File: src/rtl/l3_share_arbiter.sv
`default_nettype none
// ============================================================================
// Module  : l3_share_arbiter
// Brief   : Round-robin arbiter that grants the shared L3 register grid to one
//           core at a time for single-beat or short-burst accesses.
// Revision: 1.0 - initial release
// ============================================================================
module l3_share_arbiter #(
    parameter int NUM_REQ = 6,
    parameter int ADDR_W  = 12,
    parameter int DEPTH   = 3600,
    parameter int DATA_W  = 16,
    parameter int TIMEOUT = 15
) (
    input  logic                        clk,
    input  logic                        rst,
    input  logic [NUM_REQ-1:0]          req,
    input  logic [NUM_REQ-1:0]          req_we,
    input  logic [NUM_REQ*ADDR_W-1:0]   req_addr,
    input  logic [NUM_REQ*2-1:0]        req_len,
    input  logic [NUM_REQ*DATA_W-1:0]   req_wdata,
    output logic [NUM_REQ-1:0]          gnt,
    output logic                        beat_ack,
    output logic [NUM_REQ-1:0]          rsp_valid,
    output logic [DATA_W-1:0]           rsp_rdata,
    output logic                        rsp_err,
    output logic                        l3_en,
    output logic                        l3_we,
    output logic [ADDR_W-1:0]           l3_addr,
    output logic [DATA_W-1:0]           l3_wdata,
    input  logic                        l3_ready,
    input  logic [DATA_W-1:0]           l3_rdata,
    output logic                        busy
);

    localparam int ID_W = (NUM_REQ > 1) ? $clog2(NUM_REQ) : 1;
    localparam int WD_W = $clog2(TIMEOUT + 1);

    localparam logic [ADDR_W-1:0] LAST_ADDR = ADDR_W'(DEPTH - 1);
    localparam logic [WD_W-1:0]   WD_LAST   = WD_W'(TIMEOUT - 1);
    localparam logic [ID_W-1:0]   LAST_ID   = ID_W'(NUM_REQ - 1);

    localparam logic [1:0] S_IDLE = 2'd0;
    localparam logic [1:0] S_XFER = 2'd1;
    localparam logic [1:0] S_ERR  = 2'd2;

    logic [1:0]        r_state;
    logic [ID_W-1:0]   r_ptr;
    logic [ID_W-1:0]   r_owner;
    logic              r_we;
    logic [ADDR_W-1:0] r_addr;
    logic [1:0]        r_left;
    logic [WD_W-1:0]   r_wdog;
    logic              r_rsp_vld;
    logic              r_rsp_rd;
    logic              r_rsp_err;
    logic [ID_W-1:0]   r_rsp_id;

    logic              w_found;
    logic [ID_W-1:0]   w_win;
    logic [ID_W-1:0]   w_cand;
    logic [ADDR_W-1:0] w_cap_addr;
    logic [ADDR_W-1:0] w_next_addr;
    logic              w_xfer;
    logic              w_err;

    // First requester at or after the pointer, wrapping around.
    always_comb begin
        w_found = 1'b0;
        w_win   = '0;
        w_cand  = '0;
        for (int i = 0; i < NUM_REQ; i++) begin
            w_cand = ID_W'((int'(r_ptr) + i) % NUM_REQ);
            if (!w_found && req[w_cand]) begin
                w_found = 1'b1;
                w_win   = w_cand;
            end
        end
    end

    assign w_cap_addr  = req_addr[int'(w_win)*ADDR_W +: ADDR_W];
    assign w_next_addr = (r_addr == LAST_ADDR) ? '0 : r_addr + 1'b1;
    assign w_xfer      = (r_state == S_XFER);
    assign w_err       = (r_state == S_ERR);

    assign busy      = (r_state != S_IDLE);
    assign l3_en     = w_xfer;
    assign l3_we     = w_xfer & r_we;
    assign l3_addr   = w_xfer ? r_addr : '0;
    assign l3_wdata  = w_xfer ? req_wdata[int'(r_owner)*DATA_W +: DATA_W] : '0;
    assign beat_ack  = w_xfer & l3_ready;
    assign rsp_err   = r_rsp_err | w_err;
    assign rsp_rdata = r_rsp_rd ? l3_rdata : '0;

    always_comb begin
        gnt = '0;
        if (busy) gnt[r_owner] = 1'b1;
    end

    // A trailing response uses its own registered id, independent of the owner.
    always_comb begin
        rsp_valid = '0;
        if (r_rsp_vld) rsp_valid[r_rsp_id] = 1'b1;
        if (w_err)     rsp_valid[r_owner]  = 1'b1;
    end

    always_ff @(posedge clk or posedge rst) begin
        if (rst) begin
            r_state   <= S_IDLE;
            r_ptr     <= '0;
            r_owner   <= '0;
            r_we      <= 1'b0;
            r_addr    <= '0;
            r_left    <= '0;
            r_wdog    <= '0;
            r_rsp_vld <= 1'b0;
            r_rsp_rd  <= 1'b0;
            r_rsp_err <= 1'b0;
            r_rsp_id  <= '0;
        end else begin
            r_rsp_vld <= 1'b0;
            r_rsp_rd  <= 1'b0;
            r_rsp_err <= 1'b0;
            case (r_state)
                S_IDLE: begin
                    if (w_found) begin
                        r_owner <= w_win;
                        r_we    <= req_we[w_win];
                        r_addr  <= w_cap_addr;
                        r_left  <= req_len[int'(w_win)*2 +: 2];
                        r_wdog  <= '0;
                        r_ptr   <= (w_win == LAST_ID) ? '0 : w_win + 1'b1;
                        r_state <= (w_cap_addr > LAST_ADDR) ? S_ERR : S_XFER;
                    end
                end
                S_XFER: begin
                    if (l3_ready) begin
                        r_wdog   <= '0;
                        r_addr   <= w_next_addr;
                        r_left   <= r_left - 1'b1;
                        r_rsp_id <= r_owner;
                        if (!r_we) begin
                            r_rsp_vld <= 1'b1;
                            r_rsp_rd  <= 1'b1;
                        end
                        if (r_left == 2'd0) begin
                            r_state <= S_IDLE;
                            if (r_we) r_rsp_vld <= 1'b1;
                        end
                    end else if (r_wdog == WD_LAST) begin
                        // Stalled too long: abandon remaining beats and report.
                        r_state   <= S_IDLE;
                        r_rsp_vld <= 1'b1;
                        r_rsp_err <= 1'b1;
                        r_rsp_id  <= r_owner;
                    end else begin
                        r_wdog <= r_wdog + 1'b1;
                    end
                end
                S_ERR: begin
                    r_state <= S_IDLE;
                end
                default: begin
                    r_state <= S_IDLE;
                end
            endcase
        end
    end

endmodule
`default_nettype wire

File: config.mk
export PLATFORM = sky130hd
export DESIGN_NAME = l3_share_arbiter
export DESIGN_NICKNAME = d
export VERILOG_FILES = /design/src/rtl/l3_share_arbiter.sv
export SDC_FILE = /design/constraint.sdc
export NUM_CORES = 1
export LEC_CHECK = 0
export CORE_ASPECT_RATIO = 1.1
export CORE_MARGIN = 2
export CORE_UTILIZATION = 32
export DETAILED_ROUTE_END_ITERATION = 6
export PLACE_DENSITY = 0.73
export SYNTH_ARGS = -nofsm -noshare
export SYNTH_HDL_FRONTEND = slang
export SYNTH_SLANG_ARGS = --single-unit
File: constraint.sdc
create_clock -name clk -period 4.3 [get_ports clk]
set_clock_uncertainty 0.05 [all_clocks]
set_input_delay 0.43 -clock clk [delete_from_list [all_inputs] [get_ports clk]]
set_output_delay 0.43 -clock clk [all_outputs]
set_load 0.02 [all_outputs]
# ---- Word-level counts from Yosys, hierarchy flattened
# Index checks and enable logic that the tools add are counted.
dict set report totals {
  regBits 33
  wordCells 144
}
dict set report classes {
  add_sub_neg 9
  multipliers 1
  n_div 6
  n_lt_le_gt_ge 12
  n_eq_ne 10
  n_shift 3
  n_mux 66
  bitwise_logic 4
  n_reduce_logical 22
}
# op n
set ops {}
lappend ops {{modulo 32 x 4 -> 32 bit, second input constant} 5}
lappend ops {{indexed part select 96 x 8 -> 16 bit} 1}
lappend ops {{indexed part select 72 x 8 -> 12 bit} 1}
lappend ops {{2-to-1 mux 12 bit} 4}
lappend ops {{less-than comparator 3 x 4 -> 1 bit, second input constant} 9}
lappend ops {{modulo 4 x 4 -> 32 bit, second input constant} 1}
lappend ops {{2-to-1 mux 16 bit} 2}
lappend ops {{2-to-1 mux 3 bit} 9}
lappend ops {{2-to-1 mux 1 bit} 25}
lappend ops {{one-hot mux 12 bit (2 select lines)} 1}
lappend ops {{binary-select mux 1 bit (select 3 bit)} 7}
lappend ops {{2-to-1 mux 6 bit} 3}
lappend ops {{2-to-1 mux 2 bit} 7}
lappend ops {{adder 12 x 1 -> 12 bit, second input constant} 1}
lappend ops {{== test 12 bit, second input constant} 1}
lappend ops {{> comparator 12 bit, second input constant} 1}
lappend ops {{2-to-1 mux 4 bit} 3}
lappend ops {{indexed part select 12 x 5 -> 2 bit} 1}
lappend ops {{AND reduction 3 bit} 3}
lappend ops {{adder 3 x 2 -> 4 bit, second input constant} 2}
lappend ops {{adder 3 x 3 -> 4 bit, second input constant} 2}
lappend ops {{one-hot mux 2 bit (2 select lines)} 2}
lappend ops {{one-hot mux 4 bit (2 select lines)} 1}
lappend ops {{logical AND 1 bit} 7}
lappend ops {{other kinds (21)} 34}

# ---- Depth between registers and ports, before layout
# Gate-level depths: netlist of run 1.
dict set report depth {
  word_depth 25
  ltp_mapped 21
  mapped_depth_nobuf 17
}

# ---- Least setup slack after synthesis of run 1
# OpenSTA, ideal clock, no wires.
dict set report synth_path {
  kind {register to register}
  start {register r_ptr[0]}
  end {register r_addr[1]}
  setup_time_ps 137
  t_arrival_ps 3972
  required_ps 4113
  slack_ps 141
  path_stages_with_launch 21
  n_path_buf 3
  synth_period_minus_slack_ps 4159
  cell_sequence {dfrtp_1 buf_6 buf_2 inv_1 ha_1 xor2_2 inv_1 ha_1 nand2b_1 o21ai_0 o21ai_0 a211oi_2 nand2b_1 o211a_1 and3_1 buf_6 mux4_2 mux2i_1 nor2_1 a21oi_1 a21oi_1}
}
dict set report synth_between {
  elab_chain_len 23
  elab_cells_between_ends 51
  cone_classes {add/sub (5); mul (1); div (6); eq/ne (1); shift (1); mux (26); reduce/logical (11)}
}
# element line_no
set synth_lines {}
lappend synth_lines {{start, declared} 48} ;# logic [ID_W-1:0] r_ptr;
lappend synth_lines {{start signal, assigned} 132} ;# r_ptr <= (w_win == LAST_ID) ? '0 : w_win + 1'b1;
lappend synth_lines {{parallel branches: the longest is 23 deep, another holds modulo 32 x 4 -> 32 bit} --}
lappend synth_lines {{end signal, assigned} 129} ;# r_addr <= w_cap_addr;
lappend synth_lines {{end signal, assigned} 139} ;# r_addr <= w_next_addr;
lappend synth_lines {{end, declared} 51} ;# logic [ADDR_W-1:0] r_addr;
# Parallel ways; which one is timed is not known. The select of a mux whose other input is x is not followed.
# A chain may end at the register's enable or synchronous reset.

# ---- Final worst setup path of run 1
dict set report layout_path {
  start {register r_ptr[1]}
  end {register r_addr[1]}
}
# Same word-level chain as after synthesis.

==> results of run 1 <==
path summary, 6_finish.rpt:
check	startpoint	end	slack (ns)	cells past startpoint
max	r_ptr[1]	r_addr[1]	0.16	17
min	rst	r_addr[0]	0.49	3
max reg2reg	r_ptr[1]	r_addr[1]	0.16	17
min reg2reg	r_left[1]	r_left[1]	0.49	2
max in group asynchronous	rst	r_ptr[2]	3.38	3
min in group clk	r_left[1]	r_left[1]	0.49	2
registers in the layout, indices dropped and copies added (netlist names):
name       cells
r_addr        12
r_wdog         4
r_owner        3
r_ptr          3
r_rsp_id       3
r_left         2
r_state        2
r_rsp_err      1
r_rsp_rd       1
r_rsp_vld      1
r_we           1
critical path, delay by kind of cell, from the launching register on:
| family | cells | cell delay, ns |
|---|---|---|
| DFF | 1 | 0.46 |
| buffers and inverters | 3 | 0.35 |
| xor gates and xnor gates | 1 | 0.22 |
| muxes | 3 | 0.75 |
| and+or+nand+nor | 3 | 0.68 |
| adders and majority gates | 2 | 0.53 |
| AOI/OAI and AO/OA | 5 | 0.95 |
repair_timing:
item / in CTS / in global routing
resized for setup: 4 / 20
buffers inserted: 1 / 5
cloned: 0 / 1
endpoints found under the hold margin: 0 / 0
setup endpoints to repair: 13 / 21
pin swaps: 1 / 2
layer usage:
| layer | wire length [um] | GRT usage [%] | up-vias |
|---|---|---|---|
| li1 | - | - | 2673 |
| met5 | 0 | 0 | - |
| met2 | 10100 | 44.6 | 301 |
| met3 | 1880 | 6.67 | 45 |
| met1 | 6840 | 24.6 | 2656 |
| met4 | 644 | 8.79 | 0 |
layout make-up:
class / instances / area, um2 / area share [%]
multi-input combinational: 467 / 3530 / 45.0
timing repair buffer: 301 / 2980 / 38.1
sequential: 33 / 828 / 10.6
tap: 188 / 235 / 3.00
clock buffer: 7 / 143 / 1.82
inverter: 23 / 86.3 / 1.10
clock inverter: 1 / 30.0 / 0.384
layout by cell type (no fill, tap or decap), drive strengths merged, types with 3 or more instances in the layout:
cell,instances
inv,23
nand3b,5
o22ai,4
mux2,20
ha,17
mux2i,38
clkdlybuf4s50,271
buf,29
dfrtp,33
nand3,20
and3,14
a22o,6
clkbuf,8
mux4,5
o21ai,35
o41ai,3
a31o,3
o211ai,4
o21bai,3
or3,7
a211oi,8
nor2b,8
nand2,37
and2,30
nor4,3
a21oi,20
a31oi,25
xnor2,5
a22oi,52
nor3,14
and4b,6
nor3b,5
nand2b,13
o32ai,5
nor2,26
power breakdown:
group          switching (mW)  total, mW  internal [mW]  leakage (nW)
registers               0.212      0.682          0.470         0.407
clock network           0.126      0.416          0.289        0.0841
logic                    3.88       7.30           3.42          2.61
total                    4.22       8.40           4.18          3.10
cells by family (layout without fill, tap and decap cells):
family,Yosys count,in the layout,synth area share [%]
AO/OA/AOI/OAI,183,183,28.4
XOR/XNOR,6,6,1.51
adder cells (fa/ha/maj),17,17,4.74
flip-flops,33,33,18.4
AND/OR/NAND/NOR,198,198,24.8
buffers and inverters,60,332,5.97
multiplexers,63,63,16.2
==> metrics, run 1 <==
standby leakage power 3.10 nW; setup tns final 0 ns; number of placement rows 45; dominant synthesized flop cell sky130_fd_sc_hd__dfrtp_1; drt first pass iters 5; setup slack at placement -0.114 ns; CTS H-Tree Depth 2; area of the mapped netlist 4480 um2; Post-DP HPWL 15500 um; sequential fraction of the synthesis area 18.4%; insertion delay to the later sink of the worst-skew pair 0.28 ns; final worst-path cycle share a little over nine tenths; Final Wtd Congestion 0.921; pwr dens 1070 nW/um2; GRT Residual Overflow 0; setup violation total in the final timing report 0; max-slew violation count 0; clock tree from TritonCTS done; DR iter-0 viols 333; height of the die 128 um; maximum achievable frequency 242 MHz; number of filler cells placed in the layout 1273; final routed wirelength across all metal layers 19400 um; via count of the first global-routing pass about 5600; Worst-path clk slew 0.05 ns; cell types occupying the most area after synthesis sky130_fd_sc_hd__dfrtp_1 (18%), sky130_fd_sc_hd__a22oi_1 (8.5%), sky130_fd_sc_hd__mux2i_1 (8.5%); root buffer cell sky130_fd_sc_hd__clkbuf_16; core box area 13700 um2; per-cell routed wire length 19.0 um; cts bufs inserted 5; Total Die Area roughly 15000 um2; number of antenna violations at the first check in global routing 0; min cycle time layout 4.14 ns; worst-case vdd ir drop 752 uV; cts hold-fix bufs 0; total of buffers placed on input and output ports about 270; first-pass GRT wire length 28100 um; worst min-delay path class input pin to async pin; number of enable flip-flop cells after synthesis 0; number of max-cap violations 0; Total Power 8.40 mW; maximum number of pins on one net before global-route repair 34; most frequently used cell type in the post-synthesis netlist sky130_fd_sc_hd__a22oi_1; Mapped Nets 788; type of element capturing the critical path register; clock tree sinks 33; warning count from the yosys run 0; worst-path fanout max 24; number of standard cells in the final layout excluding fillers 1020; worst-case setup margin in the final layout 0.164 ns; initial core utilization 32.6%; number of flip-flops and latches in the synthesized netlist 33; count of antenna diodes in the layout 0; most numerous cell types in the synthesized netlist sky130_fd_sc_hd__a22oi_1 (51), sky130_fd_sc_hd__mux2i_1 (38), sky130_fd_sc_hd__nand2_1 (35); worst setup path class register to register; number of vias after detailed routing 5675; sequence of cells on the critical path ha_2 -> xnor2_4 -> inv_2 -> ha_1 -> inv_1 -> a31oi_4 -> mux2i_4 -> nand3_1 -> or3_1 -> o32ai_4 -> a21oi_4 -> buf_12 -> mux4_2 -> mux2i_1 -> nor2_1 -> a21oi_1 -> a21oi_1; post-detailed-route via-to-cell ratio 5.56; slew of the pin with the lowest slew margin 0.747 ns; area share of the leading cell type in the synthesized netlist a little under a fifth; Max-slew headroom about half; required time worst endpoint 4.41 ns; cell count after synthesis 560; most repeated library cell on the critical path sky130_fd_sc_hd__a21oi_1; count of final hold-check violations 0; Layout Area Growth over Synthesis 74.6%; CTS max path bufs 2; library cell with the largest summed area after synthesis sky130_fd_sc_hd__dfrtp_1; core utilization of the finished layout 57.0%; Avg Cell Area, Syn 8.01 um2; count of unique library cells instantiated by Yosys 68; number of nets in the finished design 1059; Top-Level Pins 272; biggest cell delay along the critical path 0.46 ns; result of the run finished clean; worst-case hold slack a little under 0.5 ns; critical path startpoint category register; drt drc 0; global-route usage over all layers 23.7%; Die W 117 um; Post-synth ARST share 100%; worst endpoint data arrival time 4.25 ns; fraction of final layout cells with drive strength greater than 1 12.4%; total placed instance area 7480 um2; final design area excluding fillers 7830 um2; post-route ant nets 0; DP Cell Count around 1000; cell with the biggest individual delay on the critical path sky130_fd_sc_hd__dfrtp_2
Power figures use the tool's default switching activity.
==> run 2: changes to the inputs <==
ABC_AREA = 1   (was unset)
CORE_UTILIZATION = 36   (was 32)
PLACE_DENSITY = 0.79   (was 0.73)
==> metrics, run 2 <==
Top-Level Pins 272 (unchanged); number of max-cap violations 0 (unchanged); combinational family with the most area after synthesis simple AND/OR/NAND/NOR gates (was compound AO/OA/AOI/OAI gates); source of the critical timing path r_ptr[2] (was r_ptr[1]); most common cell after layout, fill and taps aside sky130_fd_sc_hd__clkdlybuf4s50_1 (unchanged); launch instance of the worst register-to-register path r_ptr[2] (was r_ptr[1]); drt drc 0 (unchanged); area of the mapped netlist 4770 um2 (was 4480 um2); final worst-path cycle share 90.2% (was 96.2%); Max-slew headroom 46.1% (was 50.2%); xor/xnor cell area share of the yosys netlist 1.76% (was 1.51%); initial core utilization 36.5% (was 32.6%); required time worst endpoint 4.42 ns (was 4.41 ns); setup violation total in the final timing report 0 (unchanged); warning count from the yosys run 0 (unchanged); number of enable flip-flop cells after synthesis 0 (unchanged); max-slew violation count 0 (unchanged); number of flip-flops and latches in the synthesized netlist 33 (unchanged); CP Capture Point r_state[0] (was r_addr[1]); per-cell routed wire length 16.0 um (was 19.0 um); count of cells along the worst register-to-register path 26 (was 17); cts bufs inserted 5 (unchanged); Post-DP HPWL 16100 um (was 15500 um); total placed instance area 7660 um2 (was 7480 um2); number of vias after detailed routing 6313 (was 5675); cts hold-fix bufs 0 (unchanged); dominant synthesized flop cell sky130_fd_sc_hd__dfrtp_1 (unchanged); max FFs per register 12 (unchanged); sequential fraction of the synthesis area 17.3% (was 18.4%); clock tree sinks 33 (unchanged); adder-cell share of the synthesized area 4.46% (was 4.74%); number of standard cells in the final layout excluding fillers 1220 (was 1020); critical path startpoint category register (unchanged); global-route usage over all layers 26.4% (was 23.7%); drt first pass iters 5 (unchanged); Mapped Nets 1015 (was 788); maximum number of pins on one net before global-route repair 46 (was 34); Final Wtd Congestion 0.987 (was 0.921); Layout Area Growth over Synthesis 65.1% (was 74.6%); DP Cell Count 1208 (was 1005); CTS max path bufs 2 (unchanged); beginning of the worst hold path r_we; via count of the first global-routing pass 5915 (was 5603); register-to-register setup slack 0.42 ns (was 0.16 ns); slew of the pin with the lowest slew margin 0.808 ns (was 0.747 ns); DR iter-0 viols 614 (was 333); most frequent cells in the layout sky130_fd_sc_hd__clkdlybuf4s50_1 (271), sky130_fd_sc_hd__nand2_1 (235), sky130_fd_sc_hd__inv_1 (93) (was sky130_fd_sc_hd__clkdlybuf4s50_1 (271), sky130_fd_sc_hd__a22oi_1 (51), sky130_fd_sc_hd__mux2i_1 (37)); Post-synth ARST share 100% (unchanged); post-detailed-route via-to-cell ratio 5.17 (was 5.56); cell count after synthesis 787 (was 560); CTS H-Tree Depth 2 (unchanged); clock tree from TritonCTS done (unchanged); core utilization of the finished layout 60.3% (was 57.0%); GRT Residual Overflow 0 (unchanged); maximum achievable frequency 258 MHz (was 242 MHz); total of buffers placed on input and output ports 271 (unchanged); min cycle time layout 3.88 ns (was 4.14 ns); area share of the leading cell type in the synthesized netlist 18.5% (was 18.4%); post-route ant nets 0 (unchanged); complex-gate fraction of the synthesized area 22.1% (was 28.4%); mux contribution to synthesized area 0% (was 16.2%); result of the run finished clean (unchanged); worst endpoint data arrival time 3.99 ns (was 4.25 ns); number of antenna violations at the first check in global routing 1 (was 0); height of the die 125 um (was 128 um); library cell with the largest summed area after synthesis sky130_fd_sc_hd__nand2_1 (was sky130_fd_sc_hd__dfrtp_1); Avg Cell Area, Syn 6.06 um2 (was 8.01 um2); simple-gate portion of the synthesized area 41.6% (was 24.8%); setup repair after global routing missed its margin no; number of nets in the finished design 1285 (was 1059); worst min-delay path class register to register (was input pin to async pin); Worst-path clk slew 0.05 ns (about the same); destination of the worst register-to-register timing path r_state[0] (was r_addr[1]); Total Die Area 14200 um2 (was 15000 um2); first-pass GRT wire length 30100 um (was 28100 um); worst setup path class register to register (unchanged); core box area 13000 um2 (was 13700 um2); type of element capturing the critical path register (unchanged); count of unique library cells instantiated by Yosys 50 (was 68); most frequently used cell type in the post-synthesis netlist sky130_fd_sc_hd__nand2_1 (was sky130_fd_sc_hd__a22oi_1); number of placement rows 44 (was 45); root buffer cell sky130_fd_sc_hd__clkbuf_16 (unchanged); most numerous cell types in the synthesized netlist sky130_fd_sc_hd__nand2_1 (235), sky130_fd_sc_hd__inv_1 (93), sky130_fd_sc_hd__nor2_1 (73) (was sky130_fd_sc_hd__a22oi_1 (51), sky130_fd_sc_hd__mux2i_1 (38), sky130_fd_sc_hd__nand2_1 (35)); fraction of final layout cells with drive strength greater than 1 10.1% (was 12.4%); Die W 114 um (was 117 um); final routed wirelength across all metal layers 19500 um (was 19400 um); final design area excluding fillers 7870 um2 (was 7830 um2); register with the most flip-flops r_addr (unchanged); largest registers r_addr x12, r_wdog x4 (unchanged); setup tns final 0 ns (unchanged); worst-path fanout max 26 (was 24); Worst Hold Depth 1; insertion delay to the later sink of the worst-skew pair 0.28 ns (about the same); cell types occupying the most area after synthesis sky130_fd_sc_hd__nand2_1 (19%), sky130_fd_sc_hd__dfrtp_1 (17%), sky130_fd_sc_hd__inv_1 (7.3%) (was sky130_fd_sc_hd__dfrtp_1 (18%), sky130_fd_sc_hd__a22oi_1 (8.5%), sky130_fd_sc_hd__mux2i_1 (8.5%)); count of final hold-check violations 0 (unchanged)
==> run 2: how the worst min path moves through the flow <==
stage	endpoint	slack (ns)
floorplan	r_rsp_rd	0.35
global placement	r_rsp_rd	0.36
detailed placement	r_rsp_rd	0.37
CTS	r_rsp_rd	0.37
global route	r_rsp_rd	0.39
finish	r_rsp_rd	0.37
==> run 2: cells by family after synthesis <==
family                   after synthesis
AND/OR/NAND/NOR                      429
AO/OA/AOI/OAI                        163
buffers and inverters                138
flip-flops                            33
adder cells (fa/ha/maj)               17
XOR/XNOR                               7
==> run 2: per-layer routing <==
metal | up-vias | part of all wire, % | global-route usage [%]
li1 | 3128 | - | -
met1 | 2840 | 39 | 31.8
met2 | 305 | 49 | 47.3
met3 | 40 | 8.4 | 4.38
met4 | 0 | 3.1 | 8.18
met5 | - | 0 | 0
==> run 2: final cells by class <==
class | instances | area (um2)
fill | 1236 | 5180
multi-input combinational | 616 | 3370
timing repair buffer | 294 | 2890
sequential | 33 | 827
inverter | 107 | 409
tap | 161 | 201
clock buffer | 7 | 143
clock inverter | 1 | 30.0
antenna | 1 | 2.50
==> run 2: worst max-delay path: stages (launching register included) <==
cell                      delay (ns)
sky130_fd_sc_hd__dfrtp_1        0.50
sky130_fd_sc_hd__inv_4          0.09
sky130_fd_sc_hd__ha_1           0.24
sky130_fd_sc_hd__a21oi_2        0.22
sky130_fd_sc_hd__inv_1          0.11
sky130_fd_sc_hd__ha_1           0.33
sky130_fd_sc_hd__o31ai_4        0.27
sky130_fd_sc_hd__nand2_1        0.10
sky130_fd_sc_hd__nand2_1        0.07
sky130_fd_sc_hd__nand2_1        0.11
sky130_fd_sc_hd__inv_1          0.08
sky130_fd_sc_hd__nand3_1        0.06
sky130_fd_sc_hd__nand2_1        0.21
sky130_fd_sc_hd__nand4_4        0.20
sky130_fd_sc_hd__nand2_8        0.20
sky130_fd_sc_hd__buf_6          0.23
sky130_fd_sc_hd__nand2_1        0.08
sky130_fd_sc_hd__nand2_1        0.07
sky130_fd_sc_hd__nand2_1        0.05
sky130_fd_sc_hd__nand2_1        0.07
sky130_fd_sc_hd__nand2_1        0.04
sky130_fd_sc_hd__nand2_1        0.10
sky130_fd_sc_hd__nor2_1         0.05
sky130_fd_sc_hd__nand2_1        0.06
sky130_fd_sc_hd__nand2_1        0.07
sky130_fd_sc_hd__nand2_1        0.07
sky130_fd_sc_hd__nand2_1        0.04
==> run 2: per-stage QoR <==
stage	setup slack, ns	hold WS (ns)
after CTS	0.359	0.372
after floorplan	0.905	0.352
after global placement	0.455	0.356
after detailed placement	0.374	0.369
after global routing	0.00728	0.388
final	0.421	0.370
==> run 2: repair_timing <==
action	in CTS	in global routing
endpoints found under the setup margin	0	3
gates resized for setup	0	4
setup buffers	0	3
Power of run 2 is left out: the tool's default activity adds up to more than one toggle a clock period on the data nets, which glitch-free logic cannot reach.
==> run 3: changes to the inputs <==
CORE_MARGIN = unset   (was 2)
CORE_UTILIZATION = 35   (was 36)
PLACE_DENSITY = 0.78   (was 0.79)
==> metrics, run 3 (synthesis gave the netlist of run 2 again) <==
Worst-path clk slew 0.05 ns (about the same); Max-slew headroom 26.8% (was 46.1%); most common cell after layout, fill and taps aside sky130_fd_sc_hd__clkdlybuf4s50_1 (unchanged); number of max-cap violations 0 (unchanged); Die W 113 um (was 114 um); drt first pass iters 5 (unchanged); required time worst endpoint 4.41 ns (was 4.42 ns); register-to-register setup slack 0.40 ns (was 0.42 ns); min cycle time layout 3.90 ns (was 3.88 ns); total of buffers placed on input and output ports 271 (unchanged); first-pass GRT wire length 30400 um (was 30100 um); final design area excluding fillers 7850 um2 (was 7870 um2); count of cells along the worst register-to-register path 26 (unchanged); destination of the worst register-to-register timing path r_state[0] (unchanged); global-route usage over all layers 27.1% (was 26.4%); biggest cell delay along the critical path 0.53 ns (was 0.50 ns); per-cell routed wire length 15.6 um (was 16.0 um); result of the run finished clean (unchanged); max-slew violation count 0 (unchanged); cell with the biggest individual delay on the critical path sky130_fd_sc_hd__dfrtp_2 (was sky130_fd_sc_hd__dfrtp_1); count of final hold-check violations 0 (unchanged); CTS max path bufs 2 (unchanged); max FFs per register 12 (unchanged); register with the most flip-flops r_addr (unchanged); type of element capturing the critical path register (unchanged); number of antenna violations at the first check in global routing 1 (unchanged); initial core utilization 35.9% (was 36.5%); Post-DP HPWL 16000 um (was 16100 um); height of the die 124 um (was 125 um); core box area 13300 um2 (was 13000 um2); clock tree sinks 33 (unchanged); maximum number of pins on one net before global-route repair 46 (unchanged); Worst Hold Depth 1 (unchanged); launch instance of the worst register-to-register path r_ptr[2] (unchanged); Total Die Area 14100 um2 (was 14200 um2); post-detailed-route via-to-cell ratio 5.06 (was 5.17); slew of the pin with the lowest slew margin 1.09 ns (was 0.808 ns); final routed wirelength across all metal layers 19300 um (was 19500 um); number of filler cells placed in the layout 1228 (was 1236); worst endpoint data arrival time 4.01 ns (was 3.99 ns); cts hold-fix bufs 0 (unchanged); setup repair after global routing missed its margin no (unchanged); Setup Fix Bufs, Post-CTS 0 (unchanged); Reg area 827 um2 (unchanged); worst-case setup margin in the final layout 0.398 ns (was 0.421 ns); setup tns final 0 ns (unchanged); setup violation total in the final timing report 0 (unchanged); worst setup path class register to register (unchanged); Top-Level Pins 272 (unchanged); GRT Residual Overflow 0 (unchanged); CTS H-Tree Depth 2 (unchanged); Final Wtd Congestion 0.947 (was 0.987); core utilization of the finished layout 59.2% (was 60.3%); via count of the first global-routing pass 6090 (was 5915); Layout Area Growth over Synthesis 64.6% (was 65.1%); fraction of final layout cells with drive strength greater than 1 9.77% (was 10.1%); drt drc 0 (unchanged); most frequent cells in the layout sky130_fd_sc_hd__clkdlybuf4s50_1 (271), sky130_fd_sc_hd__nand2_1 (235), sky130_fd_sc_hd__inv_1 (93) (unchanged); root buffer cell sky130_fd_sc_hd__clkbuf_16 (unchanged); multi-input gate area in the final layout 3360 um2 (was 3370 um2); beginning of the worst hold path r_we (unchanged); cts bufs inserted 5 (unchanged); number of placement rows 44 (unchanged); total placed instance area 7680 um2 (was 7660 um2); insertion delay to the later sink of the worst-skew pair 0.27 ns (was 0.28 ns); number of nets in the finished design 1282 (was 1285); most repeated library cell on the critical path sky130_fd_sc_hd__nand2_1 (unchanged); worst min-delay path class register to register (unchanged); post-route ant nets 0 (unchanged); setup slack at placement 0.262 ns (was 0.374 ns); maximum achievable frequency 256 MHz (was 258 MHz); DR iter-0 viols 573 (was 614); largest registers r_addr x12, r_wdog x4 (unchanged); clock tree from TritonCTS done (unchanged); number of vias after detailed routing 6267 (was 6313); Min-Delay Endpoint r_rsp_rd (unchanged); worst-path fanout max 28 (was 26); final worst-path cycle share 90.7% (was 90.2%); critical path startpoint category register (unchanged)
## run 3: cell count changes in the layout (fill, tap and decap cells not counted), sizes merged
cell / change
buf: -3
clkinv: +1
clkbuf: -2
## run 3: stage by stage
stage / hold WS (ns) / instances
2_1_floorplan: 0.352 / 787
3_3_place_gp: 0.359 / 1231
3_5_place_dp: 0.364 / 1231
4_1_cts: 0.373 / 1238
5_1_grt: 0.385 / 1238
6_report: 0.372 / 1239
## run 3: how the worst max path moves through the flow
stage / startpoint / end / depth (start not counted) / slack (ns)
after CTS: r_ptr[2] / r_state[0] / 28 / 0.24
after floorplan: r_ptr[1] / r_state[0] / 27 / 0.90
after global routing: r_ptr[2] / r_state[0] / 25 / 0.02
after global placement: r_ptr[2] / r_state[0] / 28 / 0.41
after detailed placement: r_ptr[2] / r_state[0] / 28 / 0.26
final: r_ptr[2] / r_state[0] / 26 / 0.40
## run 3: layer usage
| layer | global-route usage [%] | up-vias | wire [um] |
|---|---|---|---|
| met2 | 48.7 | 271 | 9400 |
| met3 | 6.76 | 35 | 1690 |
| met4 | 8.44 | 0 | 517 |
| li1 | - | 3125 | - |
| met5 | 0 | - | 0 |
| met1 | 31.0 | 2836 | 7690 |
## run 3: critical path, delay by kind of cell, from the launching register on
family                   cells  cell delay [ns]
AO/OA/AOI/OAI                3             0.54
adder cells (fa/ha/maj)      2             0.58
buffers and inverters        3             0.45
flip-flops                   1             0.53
AND/OR/NAND/NOR             18             1.59
## run 3: final cells by class
| type | instances | area share (%) |
|---|---|---|
| antenna | 1 | 0.0319 |
| clock buffer | 5 | 1.59 |
| clock inverter | 2 | 0.446 |
| inverter | 107 | 5.21 |
| multi-input combinational | 616 | 42.8 |
| sequential | 33 | 10.5 |
| tap | 184 | 2.93 |
| timing repair buffer | 291 | 36.5 |
## run 3: repair_timing
item,CTS,global route
resized for setup,0,2
setup endpoints to repair,0,14
hold endpoints to repair,0,0
Power of run 3 is left out for the same reason.
